**src/rtl/clk_monitor_pkg.sv**
```systemverilog
// rtl/clk_monitor_pkg.sv - shared FSM state type, default timing constants and tolerance helper
package clk_monitor_pkg;

  localparam int unsigned DEF_EXP_CYCLES = 32'd50000000;
  localparam int unsigned DEF_TOL_CYCLES = 32'd500000;
  localparam int          DEF_CNT_W      = 27;

  typedef enum logic [1:0] {
    ST_IDLE    = 2'd0,
    ST_MEASURE = 2'd1,
    ST_LOST    = 2'd2
  } mon_state_t;

  // Subtract the smaller from the larger so the deviation never wraps.
  function automatic logic within_tol(input logic [31:0] p, input logic [31:0] e,
                                      input logic [31:0] t);
    if (p >= e) return (p - e) <= t;
    else        return (e - p) <= t;
  endfunction

endpackage

```
**src/rtl/sync_rise_detect.sv**
```systemverilog
// rtl/sync_rise_detect.sv - two-flop synchronizer plus rising-edge detector for a slow async input
module sync_rise_detect (
  input  logic clk,
  input  logic reset_button,
  input  logic async_in,
  output logic rise
);

  logic sync1;
  logic sync2;
  logic prev;

  always_ff @(posedge clk) begin
    if (!reset_button) begin
      sync1 <= 1'b0;
      sync2 <= 1'b0;
      prev  <= 1'b0;
    end else begin
      sync1 <= async_in;
      sync2 <= sync1;
      prev  <= sync2;
    end
  end

  assign rise = sync2 & ~prev;

endmodule

```
**src/rtl/clk_monitor.sv**
```systemverilog
// rtl/clk_monitor.sv - measures the period of a slow clock in system-clock cycles and flags loss
module clk_monitor
  import clk_monitor_pkg::*;
#(
  parameter int unsigned EXP_CYCLES = DEF_EXP_CYCLES,
  parameter int unsigned TOL_CYCLES = DEF_TOL_CYCLES,
  parameter int          CNT_W      = DEF_CNT_W
) (
  input  logic             clk,
  input  logic             reset_button,
  input  logic             clk_in,
  output logic             tick,
  output logic [CNT_W-1:0] period,
  output logic             period_valid,
  output logic             in_range,
  output logic             lost
);

  localparam logic [CNT_W-1:0] CNT_MAX = CNT_W'(EXP_CYCLES + TOL_CYCLES);

  logic             rise;
  logic [CNT_W-1:0] cnt;
  logic [CNT_W-1:0] meas;
  logic             meas_ok;
  logic             at_max;
  mon_state_t       state;

  sync_rise_detect u_sync (
    .clk          (clk),
    .reset_button (reset_button),
    .async_in     (clk_in),
    .rise         (rise)
  );

  // cnt counts cycles since the last rise, so the interval is one more than cnt.
  assign meas    = cnt + CNT_W'(1);
  assign meas_ok = within_tol(32'(meas), 32'(EXP_CYCLES), 32'(TOL_CYCLES));
  assign at_max  = (cnt == CNT_MAX);

  always_ff @(posedge clk) begin
    if (!reset_button) begin
      state        <= ST_IDLE;
      cnt          <= '0;
      tick         <= 1'b0;
      period       <= '0;
      period_valid <= 1'b0;
      in_range     <= 1'b0;
      lost         <= 1'b0;
    end else begin
      tick         <= rise;
      period_valid <= 1'b0;

      if (rise)         cnt <= '0;
      else if (!at_max) cnt <= cnt + CNT_W'(1);

      case (state)
        ST_IDLE: begin
          if (rise) begin
            state <= ST_MEASURE;
          end else if (at_max) begin
            state    <= ST_LOST;
            lost     <= 1'b1;
            in_range <= 1'b0;
          end
        end
        ST_MEASURE: begin
          // A rise on the saturation cycle still counts as a (too long) period.
          if (rise) begin
            period       <= meas;
            period_valid <= 1'b1;
            in_range     <= meas_ok;
          end else if (at_max) begin
            state    <= ST_LOST;
            lost     <= 1'b1;
            in_range <= 1'b0;
          end
        end
        ST_LOST: begin
          if (rise) begin
            state <= ST_MEASURE;
            lost  <= 1'b0;
          end
        end
        default: state <= ST_IDLE;
      endcase
    end
  end

endmodule

```
**config.mk**
```make
export PLATFORM = sky130hd
export DESIGN_NAME = clk_monitor
export DESIGN_NICKNAME = d
export VERILOG_FILES = /design/src/rtl/clk_monitor_pkg.sv /design/src/rtl/sync_rise_detect.sv /design/src/rtl/clk_monitor.sv
export SDC_FILE = /design/constraint.sdc
export NUM_CORES = 1
export LEC_CHECK = 0
export BUFFER_PORTS_ARGS = -buffer_cell sky130_fd_sc_hd__buf_2
export CAP_MARGIN = 5
export CORE_MARGIN = 3
export CORE_UTILIZATION = 35
export DETAILED_ROUTE_END_ITERATION = 7
export GPL_TIMING_DRIVEN = 0
export HOLD_SLACK_MARGIN = 0.06
export PLACE_DENSITY_LB_ADDON = 0.12
export SETUP_SLACK_MARGIN = 0.1
export SYNTH_ARGS = -nofsm -noshare
export SYNTH_HDL_FRONTEND = slang
export SYNTH_HIERARCHICAL = 1
export SYNTH_SLANG_ARGS = --single-unit
```
**constraint.sdc**
```tcl
create_clock -name clk -period 4.2 [get_ports clk]
set_input_delay 0.84 -clock clk [delete_from_list [all_inputs] [get_ports clk]]
set_output_delay 0.84 -clock clk [all_outputs]
set_load 0.01 [all_outputs]
```
### After elaboration in Yosys (flattened, before gate mapping)

Cells that the tools add are included.

| storage, ports and cells | value |
|---|---|
| input bits | 3 |
| flip-flop bits (word level) | 63 |
| output and inout bits | 31 |

| cells by class | value |
|---|---|
| equality and inequality tests | 8 |
| $lt $le $gt $ge | 3 |
| add/sub/neg operators | 3 |
| muxes and demuxes | 15 |
| bitwise operators | 3 |
| reduce and logical (&&, ||, !) cells | 10 |

Operators with widths:

| kind | count |
|---|---|
| less-or-equal comparator 32 x 19 -> 1 bit (second input constant) | 2 |
| subtractor 26 x 27 -> 28 bit (first input constant) | 1 |
| subtractor 27 x 26 -> 28 bit (second input constant) | 1 |
| adder 27 x 1 -> 27 bit (second input constant) | 1 |
| == test 27 x 26 -> 1 bit (second input constant) | 1 |
| greater-or-equal comparator 27 x 26 -> 1 bit (second input constant) | 1 |
| two-way mux 1 bit | 8 |
| two-way mux 2 bit | 4 |
| != test 2 bit (second input constant) | 4 |
| AND reduction 2 bit | 4 |
| case mux 2 bit (3 select lines) | 1 |
| case mux 1 bit (2 select lines) | 2 |
| AND reduction 4 bit | 1 |
| nonzero test 2 bit | 2 |
| OR reduction 2 bit | 2 |
| == test 2 x 1 -> 1 bit (second input constant) | 1 |
| == test 2 bit (second input constant) | 1 |
| logical NOT 2 bit | 1 |
| != test 2 x 1 -> 1 bit (second input constant) | 1 |
| NOT 1 bit | 2 |
| AND 1 bit | 1 |

### Logic depth before layout (Yosys ltp)

| depth | value |
|---|---|
| word-level depth | 6 |
| gate-level depth with buffers | 14 |
| mapped depth without buffers | 13 |

### By module

Netlist, hierarchy kept.

By module, submodules not included:

| module | cells each | area each (µm²) | instances | seq. area each (µm²) |
|---|---|---|---|---|
| clk_monitor | 508 | 4067.7 | 1 | 1201.2 |
| sync_rise_detect | 7 | 92.6 | 1 | 60.1 |

### Least setup slack after synthesis

OpenSTA, ideal clock, no wires.

| timing path | value |
|---|---|
| path kind | register -> register |
| from | register cnt[11] |
| to | register in_range |
| buffers on the path | 1 |
| data required time | 4.113 ns |
| cell stages (with the launch flop) | 12 |
| setup slack | 1.012 ns |
| period minus slack after synthesis | 3.188 ns |
| data arrival time | 3.101 ns |
| cells stage by stage | dfxtp_1 > clkbuf_1 > and4_1 > and4_1 > and4_1 > xnor2_1 > nor4b_1 > o2111ai_1 > a21oi_1 > xor2_1 > or3_1 > o31ai_1 |

| on the way | value |
|---|---|
| cells in the longest elaborated chain, start to end | 6 |

Ends and longest elaborated chain:

| what | line | RTL |
|---|---|---|
| from (decl) | clk_monitor.sv:22 | `logic [CNT_W-1:0] cnt;` |
| from (signal assigned) | clk_monitor.sv:54 | `else if (!at_max) cnt <= cnt + CNT_W'(1);` |
| adder 27 x 1 -> 27 bit | clk_monitor.sv:36 | `assign meas = cnt + CNT_W'(1);` |
| subtractor 26 x 27 -> 28 bit or subtractor 27 x 26 -> 28 bit (tied branches) | clk_monitor_pkg.sv:18, clk_monitor_pkg.sv:17 |  |
| less-or-equal comparator 32 x 19 -> 1 bit (on tied branches) | clk_monitor_pkg.sv:18, clk_monitor_pkg.sv:17 |  |
| two-way mux 1 bit | clk_monitor_pkg.sv:17 | `if (p >= e) return (p - e) <= t;` |
| two-way mux 1 bit | clk_monitor.sv:68 | `if (rise) begin` |
| case mux 1 bit (2 select lines) * | clk_monitor.sv:56 | `case (state)` |
| to (signal assigned) | clk_monitor.sv:71 | `in_range <= meas_ok;` |
| to (decl) | clk_monitor.sv:15 | `output logic in_range,` |

Every way passes the cells marked *; elsewhere a longest branch is shown, timed or not. The select of a mux whose other input is x is not followed.
A chain may end at the register's enable or synchronous reset.

### Final worst setup path

| timing path | value |
|---|---|
| from | register cnt[5] |
| to | register in_range |

Same word-level chain as after synthesis.

==> run metrics <==
count of buffer and inverter cells on the critical path=2; clock tree from TritonCTS=built; Layout Utilization=42.1%; number of buffers inserted to repair setup after CTS=0; FFs w/ async S/R, synth=0%; top flop regs=cnt: 27 flops, period: 27 flops, state: 2 flops; Syn. warnings=6; via count of the first global-routing pass=3975; number of hold violations in the final report=0; post-detailed-placement half-perimeter wirelength=9.82 mm; power density relative to cell area=296 nW/um^2; Area Overhead vs Synth=16.5%; total inserted antenna cells=0; total wire length after detailed routing=12.9 mm; number of DRC markers in iteration 0=230; number of buffers inserted during clock tree synthesis=9; clock insertion delay at the later pin of the skew report=~330 ps; starting density of the core=36.1%; critical-path cell list=nand3_2, buf_6, nor2_1, xnor2_1, ha_1, clkbuf_1, nand3_1, o31ai_1, nand2_1, nor4_1, a221oi_1, or3_1, o31ai_1; worst-margin pin slew=947 ps; number of rows in the core area=39; synthesized netlist net count=522; Die Y-Extent=115 um; vias after detailed routing=roughly 4100; last weighted congestion value of the routability-driven placer=0.876; drt drc=0; number of max-capacitance violations reported=0; wire length of the first global-routing pass=around 21 mm; Final Critical Period=~3800 ps; final critical-path share of the clock period=89.7%; Most Used Layer, Global Route=met2; Primary FF master, synth=sky130_fd_sc_hd__dfxtp_1; Crit path largest cell delay=between 500 and 600 ps; final routed wire length divided by cell count=18.2 um; GRT Util Overall=20.4%; most common cell in the synthesized netlist=sky130_fd_sc_hd__dfxtp_1; met2 usage=31.3%; count of nets after finishing=566; final-report setup violation count=0; antenna violations before repair=0; H-Tree Depth=3; Worst Hold Margin=approximately 430 ps; largest area contributor in the synthesized netlist=sky130_fd_sc_hd__dfxtp_1; cell types with the largest area share after synthesis=sky130_fd_sc_hd__dfxtp_1 (30%), sky130_fd_sc_hd__o211a_1 (6.0%), sky130_fd_sc_hd__xnor2_1 (5.5%); Root Buffer=sky130_fd_sc_hd__clkbuf_16; Overflow after GRT=0; most numerous cell types in the synthesized netlist=sky130_fd_sc_hd__dfxtp_1 (63), sky130_fd_sc_hd__nor2_1 (60), sky130_fd_sc_hd__nand2_1 (58); Final Cell Area=4850 sq um; largest net degree at the start of global routing=14; largest fanout on the critical path=10; post-route ant nets=0; synthesized flop and latch total=63; met1 track utilization from global routing=slightly below 30%; Cell Area, Placed=between 4000 and 5000 sq um; clock transition at the register clock pins on the worst setup and hold paths after CTS=about 60 ps; Cell variety after synth=74; area of the die=13200 sq um; kind of critical path=register to register; startpoint kind of the worst setup timing path=register; placeable core region=roughly 12000 sq um; Crit. End Element=register; outcome=finished, final reports clean; kind of cell adding the most delay to the critical path=simple AND/OR/NAND/NOR gates; length of the first detailed-routing pass in iterations=7; quantity of I/O buffers inserted on ports=33; worst min-delay path category=register to register; setup repair after global routing missed its margin=false; Post-Syn Area=4160 sq um; data arrival time of the worst path=4000 ps; peak supply drop=approximately 0.21 mV; register area share after synthesis=30.3%; number of flops mapped to enable cells by yosys=0; IO Count=34; cell leakage power=2.08 nW; setup TNS=0 ps; post-place setup slack=a little over 300 ps; clk buf depth=2; Via density=5.76; area fraction of the dominant cell type after synthesis=a little under a third; slowest stage cell on the critical path=sky130_fd_sc_hd__dfxtp_1; width of the die=between 100 and 150 um; crit-path most repeated cell=sky130_fd_sc_hd__o31ai_1; CTS Hold Buffers Added=0; number of filler cells placed in the layout=around 1200; met3 Use GR=2.84%; post-cts repair resize count=0; instance count of the mapped netlist=515; min setup slack post-route=~430 ps; Relative slew margins=36.4%; final slew viol count=0; maximum clock skew at final layout=between 8 and 9 ps; CTS Sinks=63; required arrival time at the worst endpoint=4440 ps; syn_area_per_cell=8.08 sq um; share of final-layout standard cells stronger than drive strength 1=14.0%; Max Clock Freq=0.266 GHz
-- through the flow --
stage,std cells,total power [mW]
floorplan,515,0.665
global placement,691,0.685
detailed placement,691,0.686
CTS,707,1.45
global route,707,1.49
finish,707,1.44
-- path summary, 6_finish.rpt --
kind                                   start      endpoint  slack [ps]  cells after the start
worst max-delay path                  cnt[5]      in_range         430                     13
worst min-delay path            u_sync/sync1  u_sync/sync2         430                      1
worst max register to register        cnt[5]      in_range         430                     13
worst min register to register  u_sync/sync1  u_sync/sync2         430                      1
-- kinds of logic (layout without fill, tap and decap cells) --
family	count (synthesis)	after routing	share of synthesized area [%]
xor+xnor	41	41	8.63
flops	63	63	30.3
buf+inv	43	92	4.45
simple gates	233	233	31.0
compound gates	125	125	22.9
fa+ha+maj	4	4	1.20
mux	6	6	1.50
-- placed cells by master, fill, tap and decap left out, drive strengths merged, types with 4 or more instances in the layout --
cell,synthesis,layout
o21ai,23,23
a211oi,5,5
nand2b,4,4
ha,4,4
and4,14,14
a31oi,5,5
o211a,25,25
buf,10,43
nand2,58,58
a21boi,4,4
xor2,15,15
o211ai,5,5
dfxtp,63,63
mux2i,4,4
nand4,14,14
clkbuf,22,31
nor3,11,11
nor4,12,12
or4,4,4
xnor2,26,26
a21oi,19,19
or3,6,6
and2,10,10
and3,6,6
a2111oi,4,4
nor2,60,60
nand3,20,20
inv,11,14
-- where the power goes --
| group | leakage (nW) | internal (mW) | switching (mW) |
|---|---|---|---|
| logic | 1.43 | 0.0209 | 0.0414 |
| clock network | 0.139 | 0.465 | 0.297 |
| registers | 0.509 | 0.605 | 0.00519 |
-- area by class of cell --
cell class | instances | area, sq um | area share [%]
inverter | 11 | 41.3 | 0.852
clock buffer | 9 | 225 | 4.65
tap | 143 | 179 | 3.69
multi-input combinational | 409 | 2750 | 56.8
sequential | 63 | 1260 | 26.0
timing repair buffer | 33 | 165 | 3.41
buffer | 32 | 144 | 2.97
clock inverter | 7 | 78.8 | 1.63
-- metal layers --
metal	routed length, um	up-vias
met5	0	-
met4	221	0
met3	612	16
met2	5790	110
met1	6270	1947
li1	-	2000
(Power assumes the default switching activity.)
